**src/rtl/leaf_inject_arbiter.sv**
```systemverilog
// Four-port round-robin burst arbiter feeding a registered router injection slot.
// Define LEAF_ARB_STATS_EN to add per-port forwarded-flit counters (stat_sel/stat_count).
module leaf_inject_arbiter #(
   parameter int DATA_W    = 16,
   parameter int BURST_MAX = 4
) (
   input  logic                clk,
   input  logic                reset,
   input  logic [4*DATA_W-1:0] ni_data_in,
   input  logic [3:0]          ni_valid_in,
   output logic [3:0]          ni_ready_out,
   output logic [DATA_W-1:0]   router_data_out,
   output logic                router_valid_out,
   input  logic                router_ready_in,
   output logic [3:0]          grant_out,
   output logic                drop_pulse
`ifdef LEAF_ARB_STATS_EN
   ,
   input  logic [1:0]          stat_sel,
   output logic [15:0]         stat_count
`endif
);

   typedef enum logic {IDLE, OWN} state_t;

   localparam logic [3:0] BMAX = 4'(BURST_MAX);

   state_t              state_q;
   logic [1:0]          own_q;
   logic [1:0]          rr_q;
   logic [3:0]          bcnt_q;
   logic                vld_q;
   logic [DATA_W-1:0]   data_q;
   logic                drop_q;

   logic [DATA_W-1:0]   flit;
   logic [5:0]          hdr;
   logic                slot_free;
   logic                acc;
   logic [3:0]          own_oh;
   logic [3:0]          others;
   logic [1:0]          nxt;
   logic [3:0]          bsum;

   // First requester at or after ptr, wrapping modulo 4.
   function automatic logic [1:0] pick(input logic [3:0] req,
                                       input logic [1:0] ptr);
      logic [1:0] r;
      logic [1:0] k;
      r = ptr;
      for (int i = 3; i >= 0; i--) begin
         k = ptr + 2'(i);
         if (req[k]) r = k;
      end
      return r;
   endfunction

   assign flit      = ni_data_in[own_q*DATA_W +: DATA_W];
   assign hdr       = flit[DATA_W-1 -: 6];
   assign slot_free = !vld_q || router_ready_in;
   assign own_oh    = 4'b0001 << own_q;
   assign others    = ni_valid_in & ~own_oh;
   assign nxt       = own_q + 2'd1;
   assign bsum      = (bcnt_q == BMAX) ? bcnt_q : bcnt_q + 4'd1;

   assign ni_ready_out = (state_q == OWN && slot_free) ? own_oh : 4'b0000;
   assign acc          = |(ni_valid_in & ni_ready_out);

   assign grant_out        = (state_q == OWN) ? own_oh : 4'b0000;
   assign router_data_out  = data_q;
   assign router_valid_out = vld_q;
   assign drop_pulse       = drop_q;

   always_ff @(posedge clk or negedge reset) begin
      if (!reset) begin
         state_q <= IDLE;
         own_q   <= 2'd0;
         rr_q    <= 2'd0;
         bcnt_q  <= 4'd0;
         vld_q   <= 1'b0;
         data_q  <= '0;
         drop_q  <= 1'b0;
      end else begin
         drop_q <= acc && (hdr == 6'd0);
         if (acc && hdr != 6'd0) begin
            vld_q  <= 1'b1;
            data_q <= flit;
         end else if (vld_q && router_ready_in) begin
            vld_q <= 1'b0;
         end
         case (state_q)
            IDLE: begin
               if (|ni_valid_in) begin
                  state_q <= OWN;
                  own_q   <= pick(ni_valid_in, rr_q);
                  bcnt_q  <= 4'd0;
               end
            end
            OWN: begin
               // A stalled slot freezes ownership and burst state.
               if (slot_free) begin
                  if (!ni_valid_in[own_q]) begin
                     rr_q   <= nxt;
                     bcnt_q <= 4'd0;
                     if (|ni_valid_in) own_q <= pick(ni_valid_in, nxt);
                     else state_q <= IDLE;
                  end else if (bsum == BMAX && |others) begin
                     own_q  <= pick(others, nxt);
                     rr_q   <= nxt;
                     bcnt_q <= 4'd0;
                  end else begin
                     bcnt_q <= bsum;
                  end
               end
            end
            default: state_q <= IDLE;
         endcase
      end
   end

`ifdef LEAF_ARB_STATS_EN
   logic [15:0] cnt_q [4];

   assign stat_count = cnt_q[stat_sel];

   always_ff @(posedge clk or negedge reset) begin
      if (!reset) begin
         for (int p = 0; p < 4; p++) cnt_q[p] <= 16'd0;
      end else if (acc && hdr != 6'd0 && cnt_q[own_q] != 16'hFFFF) begin
         cnt_q[own_q] <= cnt_q[own_q] + 16'd1;
      end
   end
`endif

endmodule

```
**config.mk**
```make
export PLATFORM = sky130hd
export DESIGN_NAME = leaf_inject_arbiter
export DESIGN_NICKNAME = d
export VERILOG_FILES = /design/src/rtl/leaf_inject_arbiter.sv
export SDC_FILE = /design/constraint.sdc
export NUM_CORES = 1
export LEC_CHECK = 0
export ABC_AREA = 1
export CELL_PAD_IN_SITES_DETAIL_PLACEMENT = 0
export CELL_PAD_IN_SITES_GLOBAL_PLACEMENT = 1
export CORE_MARGIN = 10
export CORE_UTILIZATION = 25
export CTS_CLUSTER_SIZE = 28
export DETAILED_ROUTE_END_ITERATION = 16
export GPL_TIMING_DRIVEN = 0
export PLACE_DENSITY = 0.83
export SYNTH_ARGS = -nofsm -noshare
export SYNTH_HDL_FRONTEND = slang
export SYNTH_SLANG_ARGS = --single-unit
```
**constraint.sdc**
```tcl
create_clock -name clk -period 3.2 [get_ports clk]
set_clock_uncertainty 0.15 [all_clocks]
set_input_delay 0.8 -clock clk [delete_from_list [all_inputs] [get_ports clk]]
set_output_delay 0.8 -clock clk [all_outputs]
set_load 0.02 [all_outputs]
```
Word level (Yosys, flattened, before mapping)
Cells that the tools add are included.
{ "classes": {"muxes": 60, "bitwise": 4, "add_sub_neg": 8, "reduce_logical": 16, "magnitude_cmp": 9, "n_eq_ne": 7, "shifts": 2} }
{ "op_table": {"columns": ["op", "n"], "rows": [
  ["64-bit by 7-bit indexed part select with 16-bit output", 1],
  ["2-bit two-way mux", 19],
  ["4-bit two-way mux", 7],
  ["2-bit by 3-bit < comparator with 1-bit output, second input constant", 9],
  ["1-bit binary-select mux with 2-bit select", 13],
  ["1-bit two-way mux", 18],
  ["4-bit OR reduction", 3],
  ["2-bit adder, second input constant", 4],
  ["4-bit bitwise AND", 2],
  ["4-bit by 3-bit == test with 1-bit output, second input constant", 2],
  ["4-bit one-hot mux with 2 select lines", 1],
  ["2-bit by 1-bit adder with 2-bit output, second input constant", 3],
  ["6-bit zero test", 1],
  ["6-bit nonzero test", 1],
  ["1-bit logical AND", 5],
  ["4-bit by 1-bit adder with 4-bit output, second input constant", 1],
  ["2-bit by 1-bit != test with 1-bit output, second input constant", 2],
  ["4-bit NOT", 1],
  ["2-bit one-hot mux with 2 select lines", 1],
  ["4-bit AND reduction", 1],
  ["1-bit by 2-bit << shifter with 4-bit output, first input constant", 1],
  ["3-bit by 1-bit != test with 1-bit output, second input constant", 1],
  ["3-bit by 2-bit != test with 1-bit output, second input constant", 1],
  ["3-bit AND reduction", 1],
  ["7 further kinds", 7]
]} }
{ "totals": {"word_cells": 113, "reg_bits": 27} }

Longest topological paths before layout
{ "logic_depth": {"word_depth": 13, "ltp_mapped": 18, "ltp_nobuf": 15} }

Worst setup path after synthesis
No wires, ideal clock.
{ "synth_timing": {"path_kind": "reg2reg", "startpoint": "register own_q[0]", "endpoint": "register data_q[14] (netlist: router_data_out[14])", "arrival_ps": 2335, "path_stages_with_launch": 13, "period_less_slack_ps": 2604, "setup_slack_ps": 596, "cell_sequence": "dfrtp_1 > inv_2 > buf_2 > buf_1 > ha_1 > nand2_1 > nor2_1 > nand2_1 > nand4_1 > nand2_4 > buf_6 > nand2_1 > nand2_1"} }
{ "synth_between": {"elab_chain_len": 5, "elab_cells_between_ends": 7, "cone_classes": "shift: 2; mux: 1; bitwise: 1; reduce/logical: 3"} }
{ "synth_lines": {"columns": ["item", "line", "rtl"], "rows": [
  ["start: declaration", "29", "logic [1:0] own_q;"],
  ["start signal: assignment", "95", "own_q <= pick(ni_valid_in, rr_q);"],
  ["start signal: assignment", "105", "if (|ni_valid_in) own_q <= pick(ni_valid_in, nxt);"],
  ["start signal: assignment", "108", "own_q <= pick(others, nxt);"],
  ["1-bit by 2-bit << shifter with 4-bit output", "61", "assign own_oh = 4'b0001 << own_q;"],
  ["4-bit two-way mux", "66", "assign ni_ready_out = (state_q == OWN && slot_free) ? own_oh : 4'b0000;"],
  ["via ni_ready_out[0]", "11", "output logic [3:0] ni_ready_out,"],
  ["4-bit bitwise AND", "67", "assign acc = |(ni_valid_in & ni_ready_out);"],
  ["4-bit OR reduction", "67", null],
  ["1-bit logical AND", "85", "if (acc && hdr != 6'd0) begin"],
  ["end signal: assignment", "87", "data_q <= flit;"],
  ["end: declaration", "33", "logic [DATA_W-1:0] data_q;"]
]} }
The timed path passes the listed nets, and every way through them passes these cells.
A chain may end at the register's enable or synchronous reset.

Final worst setup path
{ "layout_timing": {"startpoint": "register own_q[1]", "endpoint": "output grant_out[1]"} }
{ "layout_between": {"elab_chain_len": 2} }
{ "layout_lines": {"columns": ["item", "line", "rtl"], "rows": [
  ["1-bit by 2-bit << shifter with 4-bit output", "61", null],
  ["4-bit two-way mux", "69", "assign grant_out = (state_q == OWN) ? own_oh : 4'b0000;"],
  ["end: declaration", "15", "output logic [3:0] grant_out,"]
]} }
Every way passes these cells.

==> flow_summary.yaml <==
outcome:
  status: "complete, no violations"
finish:
  area_growth_pct: 48.9
  drive_gt1_share_pct: 5.23
  nNetsFinal: 594
  final_cells: 645
  diodes: 0
  fill_cells: 1055
  multi_input_area_um2: 1520
  stdcell_area_um2: 3610
  register_area_um2: 677
timing:
  fmax_mhz: 326
  holdWs_ns: 0.330
  maxSlewViolCount: 0
  rsz0062_at_grt: "false"
  setup_viol: 0
  fin_ws_ns: 0.130
  hold_violations: 0
  post-route-min-period_ns: 3.07
  worst_pin_slew_ns: 0.655
  fin_crit_sh_pct: 95.9
  max_slew_margin_pct: 56.3
clocking:
  cts_tree: "built"
  cts_root_buf: "clkbuf_8"
  cts.sinks: 27
  htree_levels: 1
  insertion_delay_ns: 0.28
  path_clk_slew_ns: 0.10
  clockBufferDepth: 2
  numCtsBuffers: 3
floorplan:
  die_y_um: 119
  core-area_um2: 9330
  start_util_pct: 26.0
  dieArea_um2: 14100
  rows: 35
  die_w_um: 119
  pin_count: 97
route:
  postRouteAntennaNets: 0
  first_pass_iters: 5
  vias_per_cell: 4.73
  drtIter0Drc: 190
  vias: 3049
  routed_wl_um: 9380
  wl_per_cell_um: 14.5
  drt_drc_violations_left: 0
critical_path:
  path_cells: "buf_4 > clkinvlp_4 > ha_1 > nand2_1 > inv_1 > clkdlybuf4s50_1"
  crit_path_top_delay_cell: "clkdlybuf4s50_1"
  cp_max_fo: 10
  critPathLaunchType: "register"
  max_stage_delay_ns: 0.53
  worst-endpoint-arrival_ns: 2.12
  worstPathRequired_ns: 2.25
  worstSetupPathType: "reg2out"
  endpoint_kind: "primary output"
global_route:
  grt_max_degree: 28
  grt-ovfl-total: 0
  antenna_found_initial: 0
  grt_use_total_pct: 12.7
  grt_pass1_vias: 3112
  grt_pass1_wl_um: 15100
synthesis:
  synth_cell_types: 24
  yosys_warnings: 0
  synth_edf_count: 0
  async_reset_ff_share_pct: 100
  ys.flop_type: "dfrtp_1"
  ys_seq_area_share_pct: 27.8
  syn_inst: 416
  synth_area_um2: 2430
  ys_ff_latch: 27
  syn-num-nets: 493
  syn_area_per_cell_um2: 5.83
power:
  power_frac_seq_pct: 17.9
  swShare_pct: 54.1
  total_leakage_power_uw: 0.00180
  pwr-share-clk_pct: 6.1
  netSwitchingPower_uw: 1840
  cellPowerDensity_nw_per_um2: 943
  finalPower_uw: 3410
  peakVddDrop_mv: 0.271
  cell_internal_pwr_uw: 1560
  pwr-share-comb_pct: 76.1
hold_path:
  hp-class: "reg2reg"
placement:
  dpl_cell_area_um2: 3550
  port_buffers: 96
  post-place-ws_ns: -0.259
  place_inst: 641
  globalplace.congestion: 0.931
  hpwl_um: 7550
run:
  maxCapViolCount: 0
[cells in the mapped netlist (2+ instances only)]
| cell | number | share of area, % |
|---|---|---|
| nand2_1 | 160 | 25 |
| nor2_1 | 44 | 6.8 |
| nand3_1 | 43 | 8.9 |
| inv_1 | 38 | 5.9 |
| o21ai_0 | 37 | 7.6 |
| dfrtp_1 | 27 | 28 |
| o22ai_1 | 10 | 2.6 |
| a21oi_1 | 9 | 1.9 |
| buf_2 | 8 | 1.6 |
| clkbuf_1 | 6 | 0.93 |
| ha_1 | 6 | 3.1 |
| nand3b_1 | 5 | 1.5 |
| nand4_1 | 5 | 1.3 |
| o21ai_1 | 4 | 0.82 |
| inv_2 | 3 | 0.46 |
| buf_1 | 2 | 0.31 |
| o22a_1 | 2 | 0.72 |
[metrics by stage]
step           utilization, %  setup TNS (ns)
4_1_cts                  38.8               0
6_report                 38.7               0
2_1_floorplan               -               0
5_1_grt                  38.7               0
3_5_place_dp             38.1           -1.46
3_3_place_gp             38.1           -1.68
[path summary, 6_finish.rpt]
kind / slack, ns / from / end / depth (start not counted)
min: 0.33 / router_data_out[8] / router_data_out[8] / 2
min reg2reg: 0.33 / router_data_out[8] / router_data_out[8] / 2
min in group asynchronous: 0.39 / reset / drop_pulse / 1
max: 0.13 / own_q[1] / grant_out[1] / 6
max reg2reg: 0.40 / own_q[0] / own_q[0] / 16
max in group asynchronous: 2.05 / reset / own_q[0] / 1
[routing by layer]
metal	track usage (%)	up-vias	routed length (um)
met3	3.33	6	610
met5	0	-	0
met1	14.5	1410	4010
met2	23.5	101	4730
li1	-	1532	-
met4	2.06	0	31
[kinds of logic after synthesis]
family          count (synthesis)  share of synthesized area [%]
compound gates                 62                           13.6
fa+ha+maj                       6                           3.09
buf+inv                        59                           9.85
flops                          27                           27.8
simple gates                  262                           45.6
[flip-flops by register name, summed over array words and instances (netlist names)]
name,count
bcnt_q,4
state_q,1
rr_q,2
drop_pulse,1
router_valid_out,1
router_data_out,16
own_q,2
[critical path: cells and delay by family (launching register included)]
family	cells	cell delay, ns
DFF	1	0.51
adders and majority gates	1	0.24
buffers and inverters	4	0.99
and+or+nand+nor	1	0.10
[cell type report]
cell class | count | share of cell area [%]
multi-input combinational | 330 | 42.1
timing repair buffer | 98 | 26.7
sequential | 27 | 18.7
inverter | 42 | 4.47
tap | 129 | 4.47
buffer | 15 | 2.22
clock buffer | 3 | 1.14
clock inverter | 1 | 0.208
[power by group through the flow]
stage	combinational, uW	clock [uW]	sequential, uW
6_report	2590	206	609
5_1_grt	2930	226	631
4_1_cts	2610	217	613
3_5_place_dp	2580	0	616
3_3_place_gp	2570	0	613
2_1_floorplan	1600	0	723
[cells in the final DEF (no fill, tap or decap), types with 2 or more instances in the layout]
cell type        count
dlygate4sd2_1        3
clkbuf_8             3
o21ai_1              4
nand3b_1             5
nand3_1             43
o22a_1               2
o21ai_0             37
inv_2                3
clkbuf_1             4
clkdlybuf4s50_1     89
buf_4                4
nand4_1              5
a21oi_1              9
inv_1               37
o22ai_1             10
ha_1                 6
nor2_1              43
nand2_1            160
buf_2                8
clkinvlp_4           2
dfrtp_1             26
[what timing repair did]
item                                    4_1_cts  5_1_grt
resized for setup                            12        4
cloned                                        0        0
buffers inserted                              2        0
endpoints found under the setup margin        8        4
hold buffers                                  0        0
Power figures use the tool's default switching activity.
